===== src/rtl/mem_port_arbiter_pkg.sv =====
// mem_port_arbiter_pkg: shared widths, SPART window addresses and FSM state encoding
package mem_port_arbiter_pkg;
    localparam int DEF_ADDR_W = 28;
    localparam int DEF_DATA_W = 32;
    localparam logic [27:0] SPART_DATA_ADDR = 28'h8000000;
    localparam logic [27:0] SPART_STAT_ADDR = 28'h8000001;
    typedef enum logic [1:0] {IDLE = 2'd0, ISSUE = 2'd1, RELEASE = 2'd2} state_t;
endpackage


===== src/rtl/mem_port_arbiter_rr_pick2.sv =====
// rr_pick2: two-way winner select, round-robin on ties unless fixed priority
module rr_pick2 #(
    parameter int FIXED_PRIO = 0
) (
    input  logic valid0,
    input  logic valid1,
    input  logic last_grant,
    output logic grant
);
    assign grant = (valid0 && valid1) ? ((FIXED_PRIO != 0) ? 1'b0 : !last_grant) : valid1;
endmodule


===== src/rtl/mem_port_arbiter.sv =====
// mem_port_arbiter: shares one memory command port between two requesters, with release cycle and timeout
module mem_port_arbiter
    import mem_port_arbiter_pkg::*;
#(
    parameter int ADDR_W     = DEF_ADDR_W,
    parameter int DATA_W     = DEF_DATA_W,
    parameter int TIMEOUT    = 1024,
    parameter int FIXED_PRIO = 0
) (
    input  logic              clk,
    input  logic              rst_n,
    input  logic              r0_valid,
    input  logic              r0_rw,
    input  logic [ADDR_W-1:0] r0_addr,
    input  logic [DATA_W-1:0] r0_data_wr,
    output logic [DATA_W-1:0] r0_data_rd,
    output logic              r0_ready,
    input  logic              r1_valid,
    input  logic              r1_rw,
    input  logic [ADDR_W-1:0] r1_addr,
    input  logic [DATA_W-1:0] r1_data_wr,
    output logic [DATA_W-1:0] r1_data_rd,
    output logic              r1_ready,
    output logic              mem_valid,
    output logic              mem_rw,
    output logic [ADDR_W-1:0] mem_addr,
    output logic [DATA_W-1:0] mem_data_wr,
    input  logic [DATA_W-1:0] mem_data_rd,
    input  logic              mem_ready,
    output logic              timeout_err,
    output logic              busy
);
    state_t state, state_nx;
    logic win, sel, last_grant, done, expire;
    logic [31:0] timer;

    rr_pick2 #(.FIXED_PRIO(FIXED_PRIO)) u_pick (
        .valid0(r0_valid),
        .valid1(r1_valid),
        .last_grant(last_grant),
        .grant(win)
    );

    // a mem_ready on the expiry cycle wins over the timeout
    assign done   = state == ISSUE && mem_ready;
    assign expire = state == ISSUE && !mem_ready && TIMEOUT != 0 && timer == 32'(TIMEOUT - 1);
    assign busy   = state != IDLE;

    always_comb begin
        state_nx = state == IDLE  ? ((r0_valid || r1_valid) ? ISSUE : IDLE) :
                   state == ISSUE ? ((done || expire) ? RELEASE : ISSUE) : IDLE;
    end

    always_ff @(posedge clk or negedge rst_n) begin
        if (!rst_n) state <= IDLE;
        else state <= state_nx;
    end

    always_ff @(posedge clk or negedge rst_n) begin
        if (!rst_n) begin
            sel         <= 1'b0;
            last_grant  <= 1'b1;
            timer       <= '0;
            mem_valid   <= 1'b0;
            mem_rw      <= 1'b0;
            mem_addr    <= '0;
            mem_data_wr <= '0;
            r0_data_rd  <= '0;
            r1_data_rd  <= '0;
            r0_ready    <= 1'b0;
            r1_ready    <= 1'b0;
            timeout_err <= 1'b0;
        end else begin
            r0_ready    <= 1'b0;
            r1_ready    <= 1'b0;
            timeout_err <= 1'b0;
            if (state == IDLE && (r0_valid || r1_valid)) begin
                sel         <= win;
                mem_valid   <= 1'b1;
                mem_rw      <= win ? r1_rw : r0_rw;
                mem_addr    <= win ? r1_addr : r0_addr;
                mem_data_wr <= win ? r1_data_wr : r0_data_wr;
                timer       <= '0;
            end
            if (state == ISSUE) timer <= timer + 32'd1;
            if (done || expire) begin
                mem_valid   <= 1'b0;
                timeout_err <= expire;
                if (sel) begin
                    r1_data_rd <= done ? mem_data_rd : '1;
                    r1_ready   <= 1'b1;
                end else begin
                    r0_data_rd <= done ? mem_data_rd : '1;
                    r0_ready   <= 1'b1;
                end
                if (done) last_grant <= sel;
            end
        end
    end
endmodule

===== config.mk =====
export PLATFORM = sky130hd
export DESIGN_NAME = mem_port_arbiter
export DESIGN_NICKNAME = d
export VERILOG_FILES = /design/src/rtl/mem_port_arbiter_pkg.sv /design/src/rtl/mem_port_arbiter_rr_pick2.sv /design/src/rtl/mem_port_arbiter.sv
export SDC_FILE = /design/constraint.sdc
export NUM_CORES = 1
export LEC_CHECK = 0
export BUFFER_PORTS_ARGS = -buffer_cell sky130_fd_sc_hd__buf_2
export CORE_ASPECT_RATIO = 2
export CORE_MARGIN = 1.5
export CORE_UTILIZATION = 30
export CTS_CLUSTER_DIAMETER = 30
export DETAILED_ROUTE_END_ITERATION = 12
export PLACE_DENSITY_LB_ADDON = 0.25
export SETUP_SLACK_MARGIN = 0.1
export SYNTH_ARGS = -nofsm -noshare
export SYNTH_HDL_FRONTEND = slang
export SYNTH_SLANG_ARGS = --single-unit

===== constraint.sdc =====
create_clock -name clk -period 2.45 [get_ports clk]
set_input_delay 0.245 -clock clk [delete_from_list [all_inputs] [get_ports clk]]
set_output_delay 0.245 -clock clk [all_outputs]
set_load 0.01 [all_outputs]

==> impl_metrics.tcl, run 1 <==
set metrics [dict create \
    outcome "finished, final reports clean" \
    cp.required_ns 2.80 \
    layout.nets 1187 \
    syn_area_um2 7520 \
    clock_path_buffers 2 \
    drv_slew 0 \
    hold_slack_ns 0.0861 \
    rsz0062_at_grt "no" \
    synth_warnings 0 \
    worstSetupStartpoint "timer[0]" \
    placed_cell_area_um2 9360 \
    syn_nets 913 \
    cts_sinks 165 \
    crit_buf_inv 1 \
    start_util_pct 30.6 \
    hpwl_um 16800 \
    synthTopCellsByArea "dfrtp_1, mux2i_1, nand2_1" \
    r2r_setup_slack_ns 0.53 \
    grt_pass1_vias 6599 \
    synth_top_area_share_pct 54.6 \
    power.leakage_nw 5.12 \
    ios 289 \
    wl_per_cell_um 16.9 \
    finalHoldViolCount 0 \
    busiest_layer "met2" \
    finalClockSkew_ns 0.0106 \
    dp_cells 1339 \
    post_cts_buffers 0 \
    antenna_found_initial 3 \
    crit_type "reg -> reg" \
    maxCapViolCount 0 \
    synthFlopType "dfrtp_1" \
    fin_cells 1373 \
    slowest_stage "dfrtp_1" \
    cp-end-kind "flip-flop" \
    synth_edf_count 0 \
    fillers 2575 \
    grt_pass1_wl_um 35800 \
    grt_max_degree 92 \
    ff2ff_path_depth 6 \
    gr-total-overflow 0 \
    path_cells "ha_1, nand3_2, nor4_4, nand3_2, buf_4, a21oi_1" \
    ys_types 38 \
    clkLatencyLatePin_ns 0.44 \
    cp_common_cell "nand3_2" \
    postRouteAntennaNets 0 \
    drive_gt1_share_pct 34.2 \
    post-synth-top-area-cell "dfrtp_1" \
    areaGrowthSynthToFinish_pct 32.3 \
    min_period_over_period_pct 78.6 \
    avgSynthCellArea_um2 9.98 \
    cellPowerDensity_nw_per_um2 1160 \
    arrival_ns 2.28 \
    min_from "r0_data_wr[25]" \
    dpl_worst_slack_ns 0.580 \
    ys_async_sr_fraction_pct 100 \
    hp-class "in -> reg" \
    startpoint_type "flip-flop" \
    use_met1_pct 18.9 \
    crit_fanout 39 \
    wl_um 23300 \
    ir_worst_vdd_mv 0.642 \
    cts_tree "yes" \
    relSlewSlack_pct 63.1 \
    die-area_um2 26100 \
    max_stage_delay_ns 0.42 \
    use_met3_pct 4.76 \
    port_buffers 288 \
    grt_use_met2_pct 33.1 \
    total_power_mw 11.6 \
    synth_cells 753 \
    die_h_um 227 \
    finalCriticalPeriod_ns 1.92 \
    first_pass_iters 4 \
    drcViolationCount 0 \
    final_util_pct 40.5 \
    place.gp.congestion 0.808 \
    fin_area_um2 9940 \
    setup_viol 0 \
    cts_buffers 17 \
    whs_endpoint "mem_data_wr[25]" \
    critical_path.top_delay_family "simple AND/OR/NAND/NOR gates" \
    coreArea_um2 24500 \
    fmax_mhz 520 \
    r2r-end "r0_data_rd[2]" \
    fin_ws_ns 0.525 \
    hold_depth 3 \
    cts-root-buf "clkbuf_16" \
    num_rows 81 \
    drt_iter0_drc 306 \
    track_usage_pct 18.2 \
    ys_ff_latch 165 \
    routed-via-count 6675 \
    path_clk_slew_ns 0.06 \
    via_per_inst 4.86 \
    yosysSeqAreaShare_pct 54.9 \
    setup_tns_ns 0 \
    tightest_slew_ns 0.552 \
    fp.dieW_um 115 \
    h-tree-depth 4 \
    reg2reg_from "timer[0]" \
]
==> registers in the layout, summed over array words and instances, names as in the netlist <==
register     count
mem_data_wr     32
r1_ready         1
mem_rw           1
mem_valid        1
timeout_err      1
sel              1
state            2
r0_ready         1
r0_data_rd      32
mem_addr        28
r1_data_rd      32
timer           32
last_grant       1
==> layout make-up <==
class | instances | area, um2 | share of cell area (%)
Inverter | 4 | 15.0 | 0.151
Timing Repair Buffer | 308 | 1660 | 16.7
Multi-Input combinational cell | 531 | 3150 | 31.7
Clock inverter | 8 | 75.1 | 0.755
Antenna cell | 2 | 5.00 | 0.0503
Tap cell | 332 | 415 | 4.18
Clock buffer | 23 | 488 | 4.91
Sequential cell | 165 | 4130 | 41.5
==> cells by family (layout without fill, tap and decap cells) <==
| family | Yosys count | in the layout | share of synthesized area [%] |
|---|---|---|---|
| AND/OR/NAND/NOR | 240 | 240 | 14.6 |
| AO/OA/AOI/OAI | 202 | 202 | 15.2 |
| flip-flops | 165 | 165 | 54.9 |
| multiplexers | 87 | 87 | 11.6 |
| buffers and inverters | 57 | 343 | 3.46 |
| adder cells (fa/ha/maj) | 1 | 1 | 0.166 |
| XOR/XNOR | 1 | 1 | 0.117 |
| other | 0 | 2 | 0 |
==> timing repair <==
item,4_1_cts,5_1_grt
hold buffers,1,0
endpoints found under the setup margin,0,0
endpoints found under the hold margin,44,0
gates resized for setup,0,0
==> tightest hold or removal path, delay by kind of cell <==
kind                   cells  cell delay (ns)
AOI/OAI and AO/OA          1             0.12
buffers and inverters      1             0.07
muxes                      1             0.05
==> where the power goes <==
part           leakage (nW)  internal, mW  switching (mW)
Clock                 0.279          1.50            1.10
Sequential             2.13          3.73           0.686
Combinational          2.71          1.86            2.70
==> cells in the final DEF, fill, tap and decap left out, drive strengths merged, types with 3 or more instances in the layout <==
cell      n
clkinv    7
clkbuf   23
and3      5
o21ai    66
buf     307
mux2i    87
o22ai    64
and4      5
inv       3
a21oi    67
nand3    16
nor4      6
dfrtp   164
nor2     74
nand4    12
nand2   108
nor3      6
==> cell usage after synthesis, drive strengths merged (2+ instances only) <==
| cell | count |
|---|---|
| nand4 | 12 |
| o22ai | 64 |
| dfrtp | 164 |
| and3 | 5 |
| inv | 3 |
| nand3 | 16 |
| buf | 18 |
| mux2i | 87 |
| and4 | 5 |
| o21ai | 66 |
| clkbuf | 35 |
| or4 | 2 |
| a21oi | 67 |
| nor4 | 6 |
| nor2 | 74 |
| nand2 | 108 |
| nor3 | 6 |
==> worst max-delay path by stage <==
stage	slack [ns]	end	cells past startpoint
floorplan	0.76	r1_data_rd[10]	7
global placement	0.59	mem_valid	7
detailed placement	0.58	mem_valid	7
CTS	0.53	r0_data_rd[2]	6
global route	0.37	r0_data_rd[2]	6
finish	0.53	r0_data_rd[2]	6
==> routing by layer <==
| metal | vias to the layer above | share of wire [%] |
|---|---|---|
| li1 | 3232 | - |
| met1 | 3182 | 36 |
| met2 | 216 | 55 |
| met3 | 43 | 5.3 |
| met4 | 2 | 3.8 |
| met5 | - | 0.060 |
No activity file was read; power rests on OpenSTA's default activity.
==> inputs of run 2 (changes only) <==
==> constraint.sdc (replaced) <==
create_clock -name clk -period 1.6 [get_ports clk]
set_input_delay 0.16 -clock clk [delete_from_list [all_inputs] [get_ports clk]]
set_output_delay 0.16 -clock clk [all_outputs]
set_load 0.01 [all_outputs]
==> impl_metrics.tcl, run 2 (synthesis gave the netlist of run 1 again) <==
set metrics [dict create \
    hpwl_um 17100 \
    hold_slack_ns -0.00325 \
    drv_slew 0 \
    power.leakage_nw 6.36 \
    cts_tree "yes" \
    layout.nets 1348 \
    drcViolationCount 0 \
    ios 289 \
    die-area_um2 26100 \
    finalClockSkew_ns 0.00727 \
    worstSetupStartpoint "timer[16]" \
    h-tree-depth 4 \
    clock_path_buffers 2 \
    wl_um 29500 \
    rsz0062_at_grt "yes" \
    fin_ws_ns -0.161 \
    num_rows 81 \
    setup_tns_ns -10.19 \
    grt_pass1_vias 7358 \
    min_period_over_period_pct 110 \
    layout_common_cells "buf_2, dfrtp_1, mux2i_1" \
    dp_cells 1387 \
    crit_fanout 11 \
    multi_input_area_um2 4010 \
    areaGrowthSynthToFinish_pct 69.6 \
    setup_viol 99 \
    fillers 2297 \
    outcome "finished with violations" \
    via_per_inst 5.08 \
    coreArea_um2 24500 \
    drt_iter0_drc 355 \
    track_usage_pct 19.8 \
    gr-total-overflow 0 \
    fin_cells 1531 \
    wl_per_cell_um 19.3 \
    fin_area_um2 12700 \
    grt_max_degree 74 \
    drive_gt1_share_pct 52.7 \
    port_buffers 288 \
    first_pass_iters 4 \
    tightest_slew_ns 0.598 \
    grt_pass1_wl_um 39100 \
    ir_worst_vdd_mv 0.914 \
    violations "negative hold slack, negative setup slack" \
    hp-class "in -> reg" \
    crit_type "reg -> reg" \
    relSlewSlack_pct 60.0 \
    path_clk_slew_ns 0.06 \
    fmax_mhz 568 \
    cellPowerDensity_nw_per_um2 1730 \
    cp-end-kind "flip-flop" \
    antenna_found_initial 0 \
    antenna_cells 0 \
    cts-root-buf "clkbuf_16" \
    cts_sinks 165 \
    min_from "r0_data_wr[10]" \
    start_util_pct 30.6 \
    seq_area_um2 4130 \
    place.gp.congestion 0.804 \
    mostFrequentLayoutCell "buf_2" \
    reg2reg_from "timer[16]" \
    arrival_ns 2.12 \
    cp.required_ns 1.96 \
    startpoint_type "flip-flop" \
    finalCriticalPeriod_ns 1.76 \
    final_util_pct 52.0 \
    fp.dieW_um 115 \
    placed_cell_area_um2 9850 \
    finalHoldViolCount 3 \
    cts_buffers 17 \
    die_h_um 227 \
    postRouteAntennaNets 0 \
    maxCapViolCount 0 \
    routed-via-count 7774 \
    clkLatencyLatePin_ns 0.44 \
]
==> run 2: final timing paths <==
path                              endpoint  slack (ns)  cells past startpoint
max                         r1_data_rd[18]       -0.16                      5
min                        mem_data_wr[10]      -0.003                      3
max reg2reg                 r1_data_rd[18]       -0.16                      5
min reg2reg                    mem_addr[3]        0.48                      2
max in group asynchronous  mem_data_wr[16]        0.83                      3
min in group asynchronous     mem_addr[19]        0.21                      2
==> run 2: stage by stage <==
| step | worst slack [ns] | hold WS [ns] | power (mW) |
|---|---|---|---|
| floorplan | -0.0585 | -0.136 | 10.9 |
| global placement | -0.181 | 0.120 | 14.1 |
| detailed placement | -0.211 | 0.117 | 14.2 |
| CTS | -0.143 | 0.0000740 | 18.8 |
| global route | -0.257 | -0.00000197 | 23.2 |
| finish | -0.161 | -0.00325 | 22.1 |
==> run 2: timing repair <==
action | CTS | global route
endpoints found under the setup margin | 84 | 158
cloned | 6 | 30
hold buffers | 54 | 6
pin swaps | 16 | 85
hold endpoints to repair | 87 | 4
gates resized for setup | 57 | 256
setup buffers | 7 | 13
==> run 2: worst max-delay path: stages (launching register included) <==
cell and delay [ns]:
dfrtp_1 0.39, or4_4 0.53, nor2_4 0.15, nand3_4 0.13, bufbuf_16 0.32, a21oi_1 0.14
==> run 2: cell type report <==
cell class / count / share of cell area (%)
Clock buffer: 21 / 3.53
Clock inverter: 9 / 0.834
Inverter: 4 / 0.137
Multi-Input combinational cell: 535 / 31.4
Sequential cell: 165 / 32.4
Tap cell: 332 / 3.26
Timing Repair Buffer: 465 / 28.4
==> run 2: per-layer routing <==
layer / routed length, um / GRT usage (%) / up-vias
li1: - / - / 3578
met2: 16900 / 37.4 / 269
met3: 1390 / 4.73 / 56
met4: 1020 / 8.72 / 0
met1: 10200 / 20.1 / 3871
met5: 0 / 0 / -
==> run 2: power breakdown <==
part,switching [mW],internal (mW)
clock network,1.71,2.31
registers,1.29,5.73
logic,5.85,5.15
total,8.86,13.2
